**config.mk**
```make
export PLATFORM = sky130hd
export DESIGN_NAME = serial_subtractor
export DESIGN_NICKNAME = d
export VERILOG_FILES = /design/src/rtl/serial_subtractor.sv
export SDC_FILE = /design/constraint.sdc
export NUM_CORES = 1
export LEC_CHECK = 0
export CAP_MARGIN = 25
export CORE_MARGIN = 3
export CORE_UTILIZATION = 55
export CTS_BUF_LIST = sky130_fd_sc_hd__clkbuf_16
export DETAILED_ROUTE_END_ITERATION = 6
export PLACE_DENSITY = 0.83
export SLEW_MARGIN = 15
export SYNTH_ARGS = -nofsm -noshare
export SYNTH_HDL_FRONTEND = slang
export SYNTH_SLANG_ARGS = --single-unit
```
**constraint.sdc**
```tcl
create_clock -name clk -period 3.4 [get_ports clk]
set_input_delay 1.02 -clock clk [delete_from_list [all_inputs] [get_ports clk]]
set_output_delay 1.02 -clock clk [all_outputs]
set_load 0.01 [all_outputs]
```
**src/rtl/serial_subtractor.sv**
```systemverilog
// Bit-serial LSB-first subtractor: out_diff = (in_a - in_b) mod 2^WIDTH, one bit per clock,
// with a start/busy/done handshake and results held until the next completion.
module serial_subtractor #(
    parameter int WIDTH = 8
) (
    input  logic             clk,
    input  logic             rst_n,
    input  logic             start,
    input  logic [WIDTH-1:0] in_a,
    input  logic [WIDTH-1:0] in_b,
    output logic [WIDTH-1:0] out_diff,
    output logic             out_borrow,
    output logic             busy,
    output logic             done
);

    localparam int CW = $clog2(WIDTH + 1);

    localparam logic [1:0] S_IDLE = 2'd0;
    localparam logic [1:0] S_RUN  = 2'd1;
    localparam logic [1:0] S_DONE = 2'd2;

    localparam logic [CW-1:0] LAST_BIT = CW'(WIDTH - 1);

    logic [1:0]       state_q, state_d;
    logic [WIDTH-1:0] sa_q, sa_d;
    logic [WIDTH-1:0] sb_q, sb_d;
    logic [WIDTH-1:0] res_q, res_d;
    logic             br_q, br_d;
    logic [CW-1:0]    cnt_q, cnt_d;
    logic [WIDTH-1:0] diff_q, diff_d;
    logic             borrow_q, borrow_d;

    logic             a0, b0, d_bit, br_next;
    logic [WIDTH:0]   res_ext;
    logic [WIDTH-1:0] res_shift;

    // One full-subtractor cell; the result register shifts the new bit in from the top.
    assign a0        = sa_q[0];
    assign b0        = sb_q[0];
    assign d_bit     = a0 ^ b0 ^ br_q;
    assign br_next   = (~a0 & b0) | (~(a0 ^ b0) & br_q);
    assign res_ext   = {d_bit, res_q};
    assign res_shift = res_ext[WIDTH:1];

    always_comb begin
        // NOTE: every variable gets a hold default before the case so no path leaves it unassigned (no latches).
        state_d  = state_q;
        sa_d     = sa_q;
        sb_d     = sb_q;
        res_d    = res_q;
        br_d     = br_q;
        cnt_d    = cnt_q;
        diff_d   = diff_q;
        borrow_d = borrow_q;

        case (state_q)
            S_IDLE, S_DONE: begin
                if (start) begin
                    state_d = S_RUN;
                    sa_d    = in_a;
                    sb_d    = in_b;
                    br_d    = 1'b0;
                    cnt_d   = '0;
                end else begin
                    state_d = S_IDLE;
                end
            end
            S_RUN: begin
                sa_d  = sa_q >> 1;
                sb_d  = sb_q >> 1;
                res_d = res_shift;
                br_d  = br_next;
                cnt_d = cnt_q + CW'(1);
                if (cnt_q == LAST_BIT) begin
                    state_d  = S_DONE;
                    diff_d   = res_shift;
                    borrow_d = br_next;
                end
            end
            default: state_d = S_IDLE;
        endcase
    end

    // NOTE: sequential state uses non-blocking assignments so every register samples pre-edge values.
    always_ff @(posedge clk or negedge rst_n) begin
        if (!rst_n) begin
            state_q  <= S_IDLE;
            sa_q     <= '0;
            sb_q     <= '0;
            res_q    <= '0;
            br_q     <= 1'b0;
            cnt_q    <= '0;
            diff_q   <= '0;
            borrow_q <= 1'b0;
        end else begin
            state_q  <= state_d;
            sa_q     <= sa_d;
            sb_q     <= sb_d;
            res_q    <= res_d;
            br_q     <= br_d;
            cnt_q    <= cnt_d;
            diff_q   <= diff_d;
            borrow_q <= borrow_d;
        end
    end

    assign out_diff   = diff_q;
    assign out_borrow = borrow_q;
    assign busy       = (state_q == S_RUN);
    assign done       = (state_q == S_DONE);

endmodule

```
# Word level (Yosys, flattened, before mapping)
# Cells that the tools add are included.
totals:
  in_bits: 19
  regBits: 40
  out_inout_bits: 11
classes:
  reduce_logical: 5
  muxes: 11
  eq_ne: 5
  addsub: 1
  n_bitwise: 7
ops:
  columns: ["operator", "n"]
  rows:
  - ["8-bit one-hot mux with 2 select lines", 2]
  - ["8-bit two-way mux", 2]
  - ["4-bit one-hot mux with 2 select lines", 1]
  - ["4-bit by 1-bit adder with 4-bit output, second input constant", 1]
  - ["4-bit by 3-bit == test with 1-bit output, second input constant", 1]
  - ["4-bit two-way mux", 1]
  - ["2-bit one-hot mux with 2 select lines", 1]
  - ["2-bit AND reduction", 2]
  - ["1-bit AND", 2]
  - ["2-bit by 1-bit == test with 1-bit output, second input constant", 1]
  - ["2-bit == test, second input constant", 1]
  - ["2-bit zero test", 1]
  - ["1-bit two-way mux", 2]
  - ["2-bit two-way mux", 1]
  - ["2-bit by 1-bit inequality test with 1-bit output, second input constant", 1]
  - ["2-bit inequality test, second input constant", 1]
  - ["1-bit inverter", 2]
  - ["1-bit one-hot mux with 2 select lines", 1]
  - ["2-bit nonzero test", 1]
  - ["2-bit OR reduction", 1]
  - ["1-bit XOR", 2]
  - ["1-bit bitwise OR", 1]

# Logic depth before layout (Yosys ltp)
depth:
  ltp_word: 5
  depth_mapped: 7
  ltp_nobuf: 4

# Worst setup path after synthesis
# No wires, ideal clock.
synth_path:
  kind: "flip-flop to output port"
  start: "reg state_q[1]"
  end: "out busy"
  stages_incl_launch_ff: 6
  n_path_buf: 3
  path_slack_ns: 1.326
  arrival_time_ns: 1.054
  path_cell_list: "dfrtp_1 -> nand2b_1 -> buf_6 -> inv_1 -> buf_2 -> buf_2"
synth_via:
  elab_chain_len: 1
synth_lines:
  columns: ["item", "line_no", "rtl"]
  rows:
  - ["start, declared", "25", "logic [1:0] state_q, state_d;"]
  - ["start signal, assigned", "97", "state_q <= state_d;"]
  - ["2-bit by 1-bit == test with 1-bit output", "110", "assign busy = (state_q == S_RUN);"]
  - ["end, declared", "13", "output logic busy,"]
# No other way between the ends.

# Final worst setup path
# Ends and elaborated chain as after synthesis.

==> results_dict.tcl <==
set metrics [dict create \
    gp_congestion 0.796 \
    path_clk_slew_ns 0.05 \
    post_synth_main_area_contributors "dfrtp_1 (60%), nand2_1 (8.6%), a22oi_1 (6.0%), mux2_2 (5.5%), nand3_1 (4.0%)" \
    swShare_pct 33.6 \
    cts.sinks 39 \
    syn-num-nets 167 \
    rr_worst_depth 4 \
    rrSetupSlack_ns 1.68 \
    cp.arrival_ns 1.38 \
    end_kind "primary output" \
    critPathCapture "busy" \
    r2r-end "out_diff[1]$_DFFE_PN0P_" \
    synth_top_area_share_pct 60.1 \
    ir_drop_uv 880 \
    layout_common_cells "dfrtp_1 (39), nand2_1 (37), clkdlybuf4s50_1 (28), a22oi_1 (13), nand3_1 (13)" \
    timing.final.ws_setup_ns 0.998 \
    vias 1163 \
    die_h_um 60.3 \
    hpwl_mm 2.04 \
    synth_cell_type_count 24 \
    cts_made_buffers 5 \
    io_pins 30 \
    cp_max_fo 2 \
    grt_max_degree 40 \
    grtUsageTotal_pct 19.3 \
    syn_to_final_growth_pct 26.9 \
    outcome "finished, final reports clean" \
    layout_commonest_cell "dfrtp_1" \
    path_cells "nand2b_1, inv_1, clkdlybuf4s50_1" \
    startpoint "state_q[1]$_DFFE_PN0P_" \
    slowest_stage "clkdlybuf4s50_1" \
    yosysWarnings 0 \
    slew_viol_final 0 \
    cap_violations 0 \
    drc 0 \
    row_count 19 \
    dieArea_um2 3640 \
    h-tree-depth 2 \
    grt-ovfl-total 0 \
    via_per_inst 5.62 \
    drtAntennaViolNets 0 \
    met1_usage_pct 22.3 \
    grt_setup_unrepaired "no" \
    first_pass_iters 5 \
    io_buffer_count 29 \
    clkPwrFrac_pct 21.8 \
    start_util_pct 58.4 \
    cts_tree "yes" \
    use_met2_pct 31.8 \
    cellLeakagePower_nw 0.981 \
    clockRootBuffer "clkbuf_16" \
    required_ns 2.38 \
    max_stage_delay_ns 0.53 \
    tns_ns 0 \
    hold_viol 0 \
    drt_iter0_drc 52 \
    start_kind "flop" \
    ys_seq_elements 39 \
    num-nets-final 197 \
    cts.path.max_buffers 2 \
    worst_skew_pair.late_latency_ns 0.27 \
    fin_skew_ns 0.00198 \
    gr-usage-met3_pct 7.66 \
    relSlewSlack_pct 45.6 \
    max_slew.worst_pin.slew_ns 0.816 \
    core_area_um2 2780 \
    antenna_found_initial 0 \
    grt_pass1_wl_mm 4.97 \
    finalSetupViolCount 0 \
    grt_pass1_vias 1147 \
    netlist_area_um2 1620 \
    grt-busiest-layer "met2" \
    avgSynthCellArea_um2 11.1 \
    dp_slack_ns 0.929 \
    total_power_w 0.00193 \
    cts_setup_buffers 0 \
    r2r_start "state_q[1]$_DFFE_PN0P_" \
    yosysTopAreaCell "dfrtp_1" \
    finalCritPeriodShare_pct 70.7 \
    p_sw_w 0.000649 \
    crit_type "reg -> out" \
    antennaDiodeCount 0 \
    synth-seq-area-share_pct 60.1 \
    drive_gt1_share_pct 10.8 \
    period_needed_ns 2.40 \
    seq_power_share_pct 41.6 \
    power_density_nw_per_um2 936 \
    p_int_w 0.00128 \
    cts_resized 0 \
    cts.hold.buffers_added 0 \
    combPwrFrac_pct 36.7 \
    drt_wl_total_mm 3.06 \
    max_freq_mhz 416 \
    die_w_um 60.3 \
    wl_per_cell_um 14.8 \
    hp-class "reg -> reg" \
    syn-instance-count 146 \
]
-- power by group through the flow --
stage / Sequential [W] / Clock (W) / Combinational [W]
floorplan: 0.000795 / 0 / 0.000473
global placement: 0.000794 / 0 / 0.000689
detailed placement: 0.000803 / 0 / 0.000713
CTS: 0.000800 / 0.000433 / 0.000721
global route: 0.000825 / 0.000455 / 0.000793
finish: 0.000802 / 0.000420 / 0.000708
-- synth_stat cells --
master	instances
nand3_1	13
nand2b_1	2
dfrtp_1	39
a22oi_1	13
nor3_1	1
nand4_1	1
nand2_1	37
mux2_2	8
xnor2_1	1
and2b_1	1
buf_2	2
fa_1	1
o21ai_0	1
inv_1	4
nor2b_1	2
o2bb2ai_1	1
a22o_1	4
ha_1	1
buf_6	1
nor2_1	2
clkbuf_1	6
nor3_4	1
a221o_1	1
mux2i_1	3
-- critical path, delay by kind of cell (launching register included) --
| kind | cells | cell delay [ns] |
|---|---|---|
| buffers and inverters | 2 | 0.60 |
| flip-flops | 1 | 0.36 |
| AND/OR/NAND/NOR | 1 | 0.15 |
-- stage by stage --
stage	hold WS, ns	instances	utilization [%]	cell area [um2]
detailed placement	0.485	200	69.3	1930
global route	0.516	207	74.1	2060
global placement	0.456	200	69.3	1930
floorplan	0.440	146	-	1620
finish	0.491	207	74.1	2060
CTS	0.499	207	74.1	2060
-- logic make-up after synthesis --
group	after synthesis	synth area share (%)
adders and majority gates	2	2.00
xor gates and xnor gates	1	0.539
muxes	11	7.40
buffers and inverters	13	3.62
and+or+nand+nor	60	16.7
AOI/OAI and AO/OA	20	9.63
DFF	39	60.1
-- area by class of cell --
type / count / area, um2
clock buffers: 5 / 125
fillers: 203 / 721
repair buffers: 32 / 308
clock inverters: 2 / 8.76
well taps: 31 / 38.8
inverters: 4 / 15.0
multi-input cells: 94 / 589
flip-flops and latches: 39 / 976
-- state kept, by name, indices dropped and copies added (netlist names) --
signal / flops
out_borrow: 1
br_q: 1
sb_q: 8
res_q: 7
sa_q: 8
cnt_q: 4
state_q: 2
out_diff: 8
-- worst min path at each step --
stage	start	end	cells past startpoint
6_report	br_q$_DFFE_PN0P_	br_q$_DFFE_PN0P_	1
5_1_grt	res_q[1]$_DFFE_PN0P_	res_q[1]$_DFFE_PN0P_	2
4_1_cts	sb_q[1]$_DFFE_PN0P_	sb_q[1]$_DFFE_PN0P_	2
3_5_place_dp	sb_q[1]$_DFFE_PN0P_	sb_q[1]$_DFFE_PN0P_	2
3_3_place_gp	res_q[1]$_DFFE_PN0P_	res_q[1]$_DFFE_PN0P_	2
2_1_floorplan	res_q[1]$_DFFE_PN0P_	res_q[1]$_DFFE_PN0P_	2
-- layer usage --
layer / vias to the layer above / part of all wire, %
met3: 7 / 7.2
met2: 38 / 49
met5: - / 0
met1: 559 / 42
met4: 0 / 1.6
li1: 559 / -
Note: power is estimated with default switching activity, not from simulation.
